$ cat src/rtl/rca_result_display.sv
// Result display for a 4-bit ripple-carry adder: double-dabble BCD conversion and 4-digit multiplexed 7-segment scan.
// Optional macro LEADING_ZERO_BLANK_EN blanks a zero tens digit and a zero hex high digit.
module rca_result_display #(
  parameter int REFRESH_DIV = 100000
) (
  input  logic       clk,
  input  logic       rst,
  input  logic       in_valid,
  input  logic [3:0] in_sum,
  input  logic       in_carry,
  output logic       in_ready,
  input  logic       blank,
  output logic [6:0] seg,
  output logic       dp,
  output logic [3:0] an,
  output logic       busy
);

  localparam int CW = (REFRESH_DIV > 1) ? $clog2(REFRESH_DIV) : 1;
  localparam logic [CW-1:0] CNT_MAX = CW'(REFRESH_DIV - 1);

  typedef enum logic [1:0] {IDLE, CONV, COMMIT} state_t;

  state_t      state;
  logic [4:0]  value_q;
  logic [4:0]  shift_q;
  logic [7:0]  bcd_q;
  logic [2:0]  iter_q;
  logic [3:0]  disp_ones;
  logic [3:0]  disp_tens;
  logic [3:0]  disp_hex_lo;
  logic [3:0]  disp_hex_hi;
  logic [CW-1:0] refresh_cnt;
  logic [1:0]  digit_idx;
  logic [1:0]  digit_next;
  logic [7:0]  bcd_adj;
  logic [12:0] dd_shift;
  logic [3:0]  digit_val;
  logic        digit_blank;

  assign in_ready = (state == IDLE);
  assign busy     = (state != IDLE);

  function automatic logic [6:0] seg_code(input logic [3:0] d);
    case (d)
      4'h0: seg_code = 7'b1000000;
      4'h1: seg_code = 7'b1111001;
      4'h2: seg_code = 7'b0100100;
      4'h3: seg_code = 7'b0110000;
      4'h4: seg_code = 7'b0011001;
      4'h5: seg_code = 7'b0010010;
      4'h6: seg_code = 7'b0000010;
      4'h7: seg_code = 7'b1111000;
      4'h8: seg_code = 7'b0000000;
      4'h9: seg_code = 7'b0010000;
      4'hA: seg_code = 7'b0001000;
      4'hB: seg_code = 7'b0000011;
      4'hC: seg_code = 7'b1000110;
      4'hD: seg_code = 7'b0100001;
      4'hE: seg_code = 7'b0000110;
      default: seg_code = 7'b0001110;
    endcase
  endfunction

  // One double-dabble step: correct nibbles >= 5, then shift the whole {bcd, binary} left.
  always_comb begin
    bcd_adj = bcd_q;
    if (bcd_q[3:0] >= 4'd5) bcd_adj[3:0] = bcd_q[3:0] + 4'd3;
    if (bcd_q[7:4] >= 4'd5) bcd_adj[7:4] = bcd_q[7:4] + 4'd3;
    dd_shift = {bcd_adj, shift_q} << 1;
  end

  always_ff @(posedge clk or posedge rst) begin
    if (rst) begin
      state       <= IDLE;
      value_q     <= '0;
      shift_q     <= '0;
      bcd_q       <= '0;
      iter_q      <= '0;
      disp_ones   <= '0;
      disp_tens   <= '0;
      disp_hex_lo <= '0;
      disp_hex_hi <= '0;
    end else begin
      case (state)
        IDLE: begin
          if (in_valid) begin
            value_q <= {in_carry, in_sum};
            shift_q <= {in_carry, in_sum};
            bcd_q   <= '0;
            iter_q  <= '0;
            state   <= CONV;
          end
        end
        CONV: begin
          bcd_q   <= dd_shift[12:5];
          shift_q <= dd_shift[4:0];
          iter_q  <= iter_q + 3'd1;
          if (iter_q == 3'd4) state <= COMMIT;
        end
        COMMIT: begin
          disp_ones   <= bcd_q[3:0];
          disp_tens   <= bcd_q[7:4];
          disp_hex_lo <= value_q[3:0];
          disp_hex_hi <= {3'b000, value_q[4]};
          state       <= IDLE;
        end
        default: state <= IDLE;
      endcase
    end
  end

  assign digit_next = (refresh_cnt == CNT_MAX) ? digit_idx + 2'd1 : digit_idx;

  always_ff @(posedge clk or posedge rst) begin
    if (rst) begin
      refresh_cnt <= '0;
      digit_idx   <= '0;
    end else begin
      refresh_cnt <= (refresh_cnt == CNT_MAX) ? '0 : refresh_cnt + 1'b1;
      digit_idx   <= digit_next;
    end
  end

  always_comb begin
    digit_val   = disp_ones;
    digit_blank = 1'b0;
    case (digit_next)
      2'd0: digit_val = disp_ones;
      2'd1: begin
        digit_val = disp_tens;
`ifdef LEADING_ZERO_BLANK_EN
        digit_blank = (disp_tens == 4'd0);
`else
        digit_blank = 1'b0;
`endif
      end
      2'd2: digit_val = disp_hex_lo;
      default: begin
        digit_val = disp_hex_hi;
`ifdef LEADING_ZERO_BLANK_EN
        digit_blank = (disp_hex_hi == 4'd0);
`else
        digit_blank = 1'b0;
`endif
      end
    endcase
  end

  // Anode, segments and dp are registered from the same index so they switch on the same edge.
  always_ff @(posedge clk or posedge rst) begin
    if (rst) begin
      an  <= 4'b1110;
      seg <= 7'b1000000;
      dp  <= 1'b1;
    end else begin
      an  <= blank ? 4'b1111 : ~(4'b0001 << digit_next);
      seg <= digit_blank ? 7'b1111111 : seg_code(digit_val);
      dp  <= (digit_next != 2'd2);
    end
  end

endmodule

$ cat config.mk
export PLATFORM = sky130hd
export DESIGN_NAME = rca_result_display
export DESIGN_NICKNAME = d
export VERILOG_FILES = /design/src/rtl/rca_result_display.sv
export SDC_FILE = /design/constraint.sdc
export NUM_CORES = 1
export LEC_CHECK = 0
export BUFFER_PORTS_ARGS = -buffer_cell sky130_fd_sc_hd__buf_2
export CAP_MARGIN = 10
export CORE_ASPECT_RATIO = 1.2
export CORE_MARGIN = 2
export CORE_UTILIZATION = 30
export CTS_BUF_LIST = sky130_fd_sc_hd__clkbuf_16
export DETAILED_ROUTE_END_ITERATION = 8
export GPL_TIMING_DRIVEN = 0
export PLACE_DENSITY = 0.51
export SYNTH_ARGS = -nofsm -noshare
export SYNTH_HDL_FRONTEND = slang
export SYNTH_SLANG_ARGS = --single-unit
$ cat constraint.sdc
create_clock -name clk -period 4.05 [get_ports clk]
set_clock_uncertainty 0.2 [all_clocks]
set_input_delay 0.405 -clock clk [delete_from_list [all_inputs] [get_ports clk]]
set_output_delay 0.405 -clock clk [all_outputs]
set_load 0.02 [all_outputs]
# == After elaboration in Yosys (flattened, before gate mapping) ==
# Memory sizes are Yosys's and may differ from the RTL's. A register that Yosys moved wholly into a read port is not among the register bits.
# Index checks and enable logic that the tools add are counted.
# totals
inputBits,9
elab_cells,54
mem_bits_ro,112
reg_bits,60
memories,1
out_inout_bits,14
# mem_list
memory,depth,word_bits,read_ports,rd_clocked_by_memory_dff,wr,line,rtl
(name not given),16,7,1,1,0,45,case (d)
# op_classes
reduce_logical,7
n_eq_ne,9
shifts,1
magnitude_cmp,2
addsub,5
bitwise,1
n_mux,15
# op_table
op,count
$add A17 B1 Y17 const B,1
$eq A17 B17 Y1 const B,1
$mux W17,1
$pmux W8 S2,1
$pmux W4 S3,1
$pmux W5 S2,1
$ge A4 B3 Y1 const B,2
$mux W4,2
$mux W8,1
$mux W2,3
$mux W3,2
$ne A2 B2 Y1 const B,3
$pmux W3 S2,1
$reduce_and A2 Y1,3
$mux W5,1
$add A4 B2 Y4 const B,1
$eq A2 B1 Y1 const B,2
$eq A2 B2 Y1 const B,2
$logic_not A2 Y1,2
$not A4 Y4,1
$pmux W2 S2,1
$reduce_bool A2 Y1,2
$shl A1 B2 Y4 const A,1
$add A3 B1 Y3 const B,1
3 further kinds,3

# == Longest topological paths before layout ==
# Gate-level depths: netlist (run 1).
# depth
ltp_word,5
ltp_mapped,12

# == Worst setup path before layout (run 1) ==
# Ideal clock, no wire load.
# synth_timing
path_kind,reg2reg
from,register refresh_cnt[13]
to,register seg[4]
path_buffers,0
setup_slack_ns,0.793
t_arrival_ns,2.971
stages_incl_launch_ff,11
cell_sequence,dfrtp_1 > or4b_4 > nor4_4 > mux2_2 > inv_1 > o211ai_2 > a31oi_1 > inv_1 > ha_1 > or3_1 > o211ai_1
# synth_between
elab_chain_cells,4
word_cells_on_any_way,6
cone_classes,eq/ne (3); mux (2); reduce/logical (1)
# synth_rtl
element,line,rtl
start: declaration,33,logic [CW-1:0] refresh_cnt;
start signal: assignment,120,refresh_cnt <= (refresh_cnt == CNT_MAX) ? '0 : refresh_cnt + 1'b1;
$eq A17 B17 Y1 *,113,assign digit_next = (refresh_cnt == CNT_MAX) ? digit_idx + 2'd1 : digit_idx;
$mux W2 *,113,
$eq A2 B2 Y1 (tied with other cells),128,case (digit_next)
$pmux W4 S3 *,128,
end: declaration,13,"output logic [6:0] seg,"
# Mark *: on every way between the ends. The rest lies on a longest branch, timed or not.
# A chain may end at the register's enable or synchronous reset.

# == Final worst setup path (run 1) ==
# layout_timing
from,register refresh_cnt[13]
to,register seg[1]
# The elaborated chain is that of the path after synthesis.

==> flow_summary.yaml, run 1 <==
setup_path:
  r2r_cells: 11
  end_kind: "flip-flop"
  r2r_end: "seg[1]$_DFF_PP0_"
  crit_path_cell_trace: "or4b_4, nor4_4, mux2_2, inv_1, o211ai_2, a31oi_1, inv_1, ha_1, inv_1, a2bb2oi_1, o32ai_1"
  cp_max_fo: 9
  crit_top_cell: "inv_1"
  timing.rr.start: "refresh_cnt[13]$_DFF_PP0_"
  cpMaxStageDelayCell: "or4b_4"
  crit_family: "simple AND/OR/NAND/NOR gates"
  cp.required_ns: 4.05
  critPathBufInv: 3
  slowest_delay_ns: 0.57
  rrSetupSlack_ns: 0.41
  cp-start-kind: "flip-flop"
  path_class: "reg -> reg"
  crit_arrival_ns: 3.64
logic_synthesis:
  ys_seq_area_share_pct: 51.1
  synth-edff-count: 0
  synth-seq-cells: 67
  synth_cell_types: 51
  netlist_instances: 309
  ys_async_sr_fraction_pct: 100
  syn_nets: 331
  synth_ff_type: "dfrtp_1"
  synth_area_sq_um: 3290
  syn_avg_cell_area_sq_um: 10.7
  yosys_warnings: 0
timing:
  hold_viol_final: 0
  clock.fmax_mhz: 275
  rsz0062_at_grt: "no"
  period_share_pct: 89.8
  maxSlewHeadroom_pct: 44.8
  setup_viol: 0
  tightest_slew_ns: 0.828
  finalMaxSlewViolations: 0
  period_needed_ns: 3.64
  setup_tns_ns: 0
die:
  fp.dieH_microns: 119
  initial_core_util_pct: 31.0
  coreArea_sq_um: 10600
  die_x_microns: 99.6
  dieArea_sq_um: 11800
  num_rows: 41
  num_io_pins: 23
clocking:
  path_clk_slew_ns: 0.06
  numCtsBuffers: 9
  holdBufCountCts: 0
  clock_latency_ns: 0.32
  post_cts_buffers: 0
  cts-resized-gates: 0
  clock_sinks: 67
  cts_max_path_buffers: 2
  cts_root_buffer: "clkbuf_16"
  cts_max_level: 3
  cts_tree: "yes"
global_routing:
  grt.total_usage_pct: 11.6
  grt_use_met3_pct: 2.96
  grtUsageMet2_pct: 17.9
  grt_pass1_wl_microns: 11000
  grt_max_degree: 68
  grt_pass1_vias: 2253
  grt_use_met1_pct: 15.6
  overflow: 0
  top_usage_layer: "met2"
  antenna_found_initial: 0
flow_run:
  drv_cap: 0
placed_design:
  hpwl_microns: 4400
  gp_congestion: 0.826
  io_buffers: 22
route:
  totalWireLength_microns: 6410
  drtAntennaViolNets: 0
  via_count: 2321
  drtIter0Drc: 62
  drcViolationCount: 0
  viasPerCell: 4.88
  first_pass_iters: 4
  wire_per_inst_microns: 13.5
finish:
  antenna_cells: 0
  area.growth.synth_to_final_pct: 17.7
  final_core_util_pct: 36.5
  nNetsFinal: 364
  fillerInstances: 1053
  drive_gt1_share_pct: 20.2
min_path:
  min_path_type: "in -> async"
power:
  power_leakage_nw: 1.77
  p_per_area_nw_per_um2: 654
  peakVddDrop_mv: 0.300
run_status:
  status: "complete, no violations"
-- layer usage --
layer / part of all wire, % / wire length [microns] / vias to the layer above
met5: 0 / 0 / -
met4: 1.7 / 106 / 0
met3: 3.2 / 203 / 10
met2: 45 / 2900 / 34
met1: 50 / 3200 / 1132
li1: - / - / 1145
-- cells in the mapped netlist, drive strengths merged, types with 7 or more instances --
cell	n	share of area, %
dfrtp	62	47
nor2	20	2.3
ha	13	4.9
a21oi	7	1.2
o21ai	12	1.9
nand3	11	1.7
mux2	16	5.5
clkbuf	9	1.0
inv	15	1.7
nand2	38	4.3
xor2	9	2.4
xnor2	11	2.9
-- layout by cell type, fill, tap and decap left out, types with 3 or more instances in the layout --
cell type	instances
dfrtp_1	62
nand2_1	38
buf_2	23
nor2_1	20
mux2_2	16
inv_1	15
ha_1	13
o21ai_0	11
xnor2_1	11
nand3_1	11
clkbuf_1	9
xor2_1	9
clkbuf_16	9
nand2b_1	6
a22oi_1	6
o22ai_1	6
a21oi_1	6
and3_1	5
nand4_1	5
or3_1	5
dfstp_2	5
nor2b_1	4
nor3_1	4
o31ai_1	4
a31oi_1	3
mux2i_1	3
-- layout make-up --
cell class	count	area, sq um	area share (%)
Sequential cell	67	1680	43.4
Multi-Input combinational cell	214	1490	38.3
Clock buffer	9	225	5.81
Tap cell	129	161	4.16
Timing Repair Buffer	22	110	2.84
Clock inverter	7	83.8	2.16
Buffer	13	68.8	1.78
Inverter	15	58.8	1.52
-- state kept, by name, summed over array words and instances (netlist names), 4 cells and up --
signal,flops
disp_hex_lo,4
value_q,5
bcd_q,8
seg,7
refresh_cnt,17
disp_tens,4
shift_q,5
an,4
disp_ones,4
-- report_power, final --
part	switching [mW]	leakage, nW	internal [mW]
clock	0.284	0.152	0.531
sequential	0.108	0.855	0.849
combinational	0.436	0.765	0.326
-- through the flow --
stage	instances	worst slack (ns)	instance area (sq um)	hold WS, ns	power, mW
4_1_cts	476	0.405	3880	0.0908	2.57
3_3_place_gp	460	0.448	3560	0.250	1.72
3_5_place_dp	460	0.423	3570	0.257	1.74
6_report	476	0.414	3880	0.0517	2.53
5_1_grt	476	0.205	3880	0.0972	2.71
2_1_floorplan	309	0.793	3290	0.239	1.54
-- cells by family after synthesis --
group           share of synthesized area (%)
compound gates                           10.8
xor+xnor                                 5.32
fa+ha+maj                                4.94
buf+inv                                  3.80
flops                                    51.1
mux                                      6.38
simple gates                             17.7
-- worst max-delay path by stage --
stage                       end                 startpoint  cells after the start  slack (ns)
2_1_floorplan  seg[4]$_DFF_PP0_  refresh_cnt[13]$_DFF_PP0_                     10        0.79
3_3_place_gp   seg[1]$_DFF_PP0_  refresh_cnt[13]$_DFF_PP0_                     11        0.45
3_5_place_dp   seg[1]$_DFF_PP0_  refresh_cnt[13]$_DFF_PP0_                     11        0.42
4_1_cts        seg[1]$_DFF_PP0_  refresh_cnt[13]$_DFF_PP0_                     11        0.41
5_1_grt        seg[4]$_DFF_PP0_  refresh_cnt[12]$_DFF_PP0_                     10        0.20
6_report       seg[1]$_DFF_PP0_  refresh_cnt[13]$_DFF_PP0_                     11        0.41
No activity file was read; power rests on OpenSTA's default activity.
==> inputs of run 2 (changes only) <==
--- a/config.mk
+++ b/config.mk
@@ -12,7 +12,6 @@
 export CORE_UTILIZATION = 30
 export CTS_BUF_LIST = sky130_fd_sc_hd__clkbuf_16
 export DETAILED_ROUTE_END_ITERATION = 8
-export GPL_TIMING_DRIVEN = 0
 export PLACE_DENSITY = 0.51
 export SYNTH_ARGS = -nofsm -noshare
 export SYNTH_HDL_FRONTEND = slang
==> flow_summary.yaml, run 2 (synthesis results as in run 1) <==
run_status:
  status: "complete, no violations"
flow_run:
  drv_cap: 0
global_routing:
  grt_pass1_wl_microns: 11100
  antenna_found_initial: 0
  grt.total_usage_pct: 11.7
  grt_max_degree: 45
  overflow: 0
  grt_pass1_vias: 2271
placed_design:
  io_buffers: 22
  dpl-instance-area_sq_um: 3530
  gp_congestion: 0.797
  hpwl_microns: 4370
  place_ws_ns: 0.682
  post-place-cells: 451
finish:
  regMostFlops: "refresh_cnt"
  fillerInstances: 1057
  stdcell_count: 468
  largest_reg_flops: 17
  area.growth.synth_to_final_pct: 16.3
  layout_commonest_cell: "dfrtp_1"
  fin_area_sq_um: 3830
  antenna_cells: 0
  final_core_util_pct: 36.1
  top_regs: "refresh_cnt x17, bcd_q x8, seg x7"
  final_cell_mix: "dfrtp_1, nand2_1, buf_2"
  regArea_sq_um: 1680
  multi_input_area_sq_um: 1490
  nNetsFinal: 356
  drive_gt1_share_pct: 21.2
route:
  drtIter0Drc: 106
  drcViolationCount: 0
  totalWireLength_microns: 6310
  viasPerCell: 4.96
  met1_length_microns: 3110
  drtAntennaViolNets: 0
  dr_wl_met3_microns: 266
  first_pass_iters: 4
  met2_length_microns: 2830
  top_layer_used: "met4"
  wire_per_inst_microns: 13.5
  via_count: 2321
power:
  peakVddDrop_mv: 0.305
  power.share.sequential_pct: 38.9
  p_sw_share_pct: 33.5
  p_sw_mw: 0.829
  clkPwrFrac_pct: 31.0
  power.internal_mw: 1.64
  power_leakage_nw: 1.75
  p_total_mw: 2.47
  power_frac_comb_pct: 30.1
  p_per_area_nw_per_um2: 646
timing:
  maxSlewHeadroom_pct: 52.8
  tightest_slew_ns: 0.708
  period_share_pct: 82.9
  period_needed_ns: 3.36
  setup_viol: 0
  layout_setup_ws_ns: 0.692
  clock.fmax_mhz: 298
  hold_viol_final: 0
  rsz0062_at_grt: "no"
  setup_tns_ns: 0
  finalMaxSlewViolations: 0
  timing.hold.ws_ns: 0.119
clocking:
  clock_sinks: 67
  cts_root_buffer: "clkbuf_16"
  cts_tree: "yes"
  numCtsBuffers: 9
  post_cts_buffers: 0
  path_clk_slew_ns: 0.05
  cts_max_path_buffers: 2
  cts_max_level: 3
  clock_latency_ns: 0.33
die:
  num_rows: 41
  initial_core_util_pct: 31.0
  die_x_microns: 99.6
  fp.dieH_microns: 119
  dieArea_sq_um: 11800
  num_io_pins: 23
  coreArea_sq_um: 10600
setup_path:
  cp-start-kind: "flip-flop"
  setup.worst_path.start: "refresh_cnt[13]$_DFF_PP0_"
  crit_arrival_ns: 3.33
  slowest_delay_ns: 0.57
  end_kind: "flip-flop"
  critPathBufInv: 3
  r2r_cells: 11
  crit_cells: 11
  timing.rr.start: "refresh_cnt[13]$_DFF_PP0_"
  cp.required_ns: 4.02
  crit_top_cell: "inv_1"
  rrSetupSlack_ns: 0.69
  r2r_end: "seg[1]$_DFF_PP0_"
  cp-endpoint: "seg[1]$_DFF_PP0_"
  path_class: "reg -> reg"
  crit_family: "simple AND/OR/NAND/NOR gates"
  cp_max_fo: 5
  crit_path_cell_trace: "or4b_4, nor4_4, mux2_2, inv_1, o211ai_2, a31oi_1, inv_1, ha_1, inv_1, a2bb2oi_1, o32ai_1"
  cpMaxStageDelayCell: "or4b_4"
min_path:
  min_path_type: "in -> reg"
-- run 2: cell types whose count changed in the layout (fill, tap and decap cells not counted), sizes merged --
| cell | previous run | this run |
|---|---|---|
| dlygate4sd3 | 0 | 1 |
| clkbuf | 18 | 9 |
| bufinv | 2 | 1 |
| clkinvlp | 1 | 2 |
-- run 2: repair_timing --
item | CTS | global route
hold buffers | 1 | 0
hold endpoints to repair | 18 | 0
gates resized for setup | 0 | 0
-- run 2: worst min-delay path by stage --
stage	startpoint	endpoint	slack, ns	cells after the start
after detailed placement	shift_q[4]$_DFFE_PP0P_	shift_q[4]$_DFFE_PP0P_	0.26	2
after floorplan	shift_q[4]$_DFFE_PP0P_	shift_q[4]$_DFFE_PP0P_	0.24	2
after global placement	shift_q[4]$_DFFE_PP0P_	shift_q[4]$_DFFE_PP0P_	0.25	2
after global routing	in_sum[1]	value_q[1]$_DFFE_PP0P_	0.11	2
after CTS	in_sum[1]	value_q[1]$_DFFE_PP0P_	0.11	2
final	blank	an[0]$_DFF_PP0_	0.12	2
-- run 2: layout make-up --
cell class	count	share of cell area (%)
inverters	15	1.47
repair buffers	27	3.92
flip-flops and latches	67	44.0
well taps	129	4.22
clock inverters	7	1.76
multi-input cells	214	38.8
clock buffers	9	5.88
-- run 2: power groups by stage --
stage	Combinational (mW)	Clock, mW	Sequential, mW
final	0.743	0.766	0.963
after global routing	0.849	0.830	0.989
after CTS	0.755	0.785	0.965
after detailed placement	0.753	0	0.976
after global placement	0.738	0	0.972
after floorplan	0.562	0	0.976
-- run 2: worst reg2reg max path, cell delays in order (launching register included) --
cell,delay (ns)
dfrtp_1,0.42
or4b_4,0.57
nor4_4,0.32
mux2_2,0.43
inv_1,0.10
o211ai_2,0.10
a31oi_1,0.27
inv_1,0.17
ha_1,0.29
inv_1,0.07
a2bb2oi_1,0.16
o32ai_1,0.11
-- run 2: per-layer routing --
metal | up-vias | GRT usage [%]
met3 | 13 | 4.08
met1 | 1134 | 15.9
met5 | - | 0
met4 | 0 | 3.17
met2 | 45 | 17.7
li1 | 1129 | -
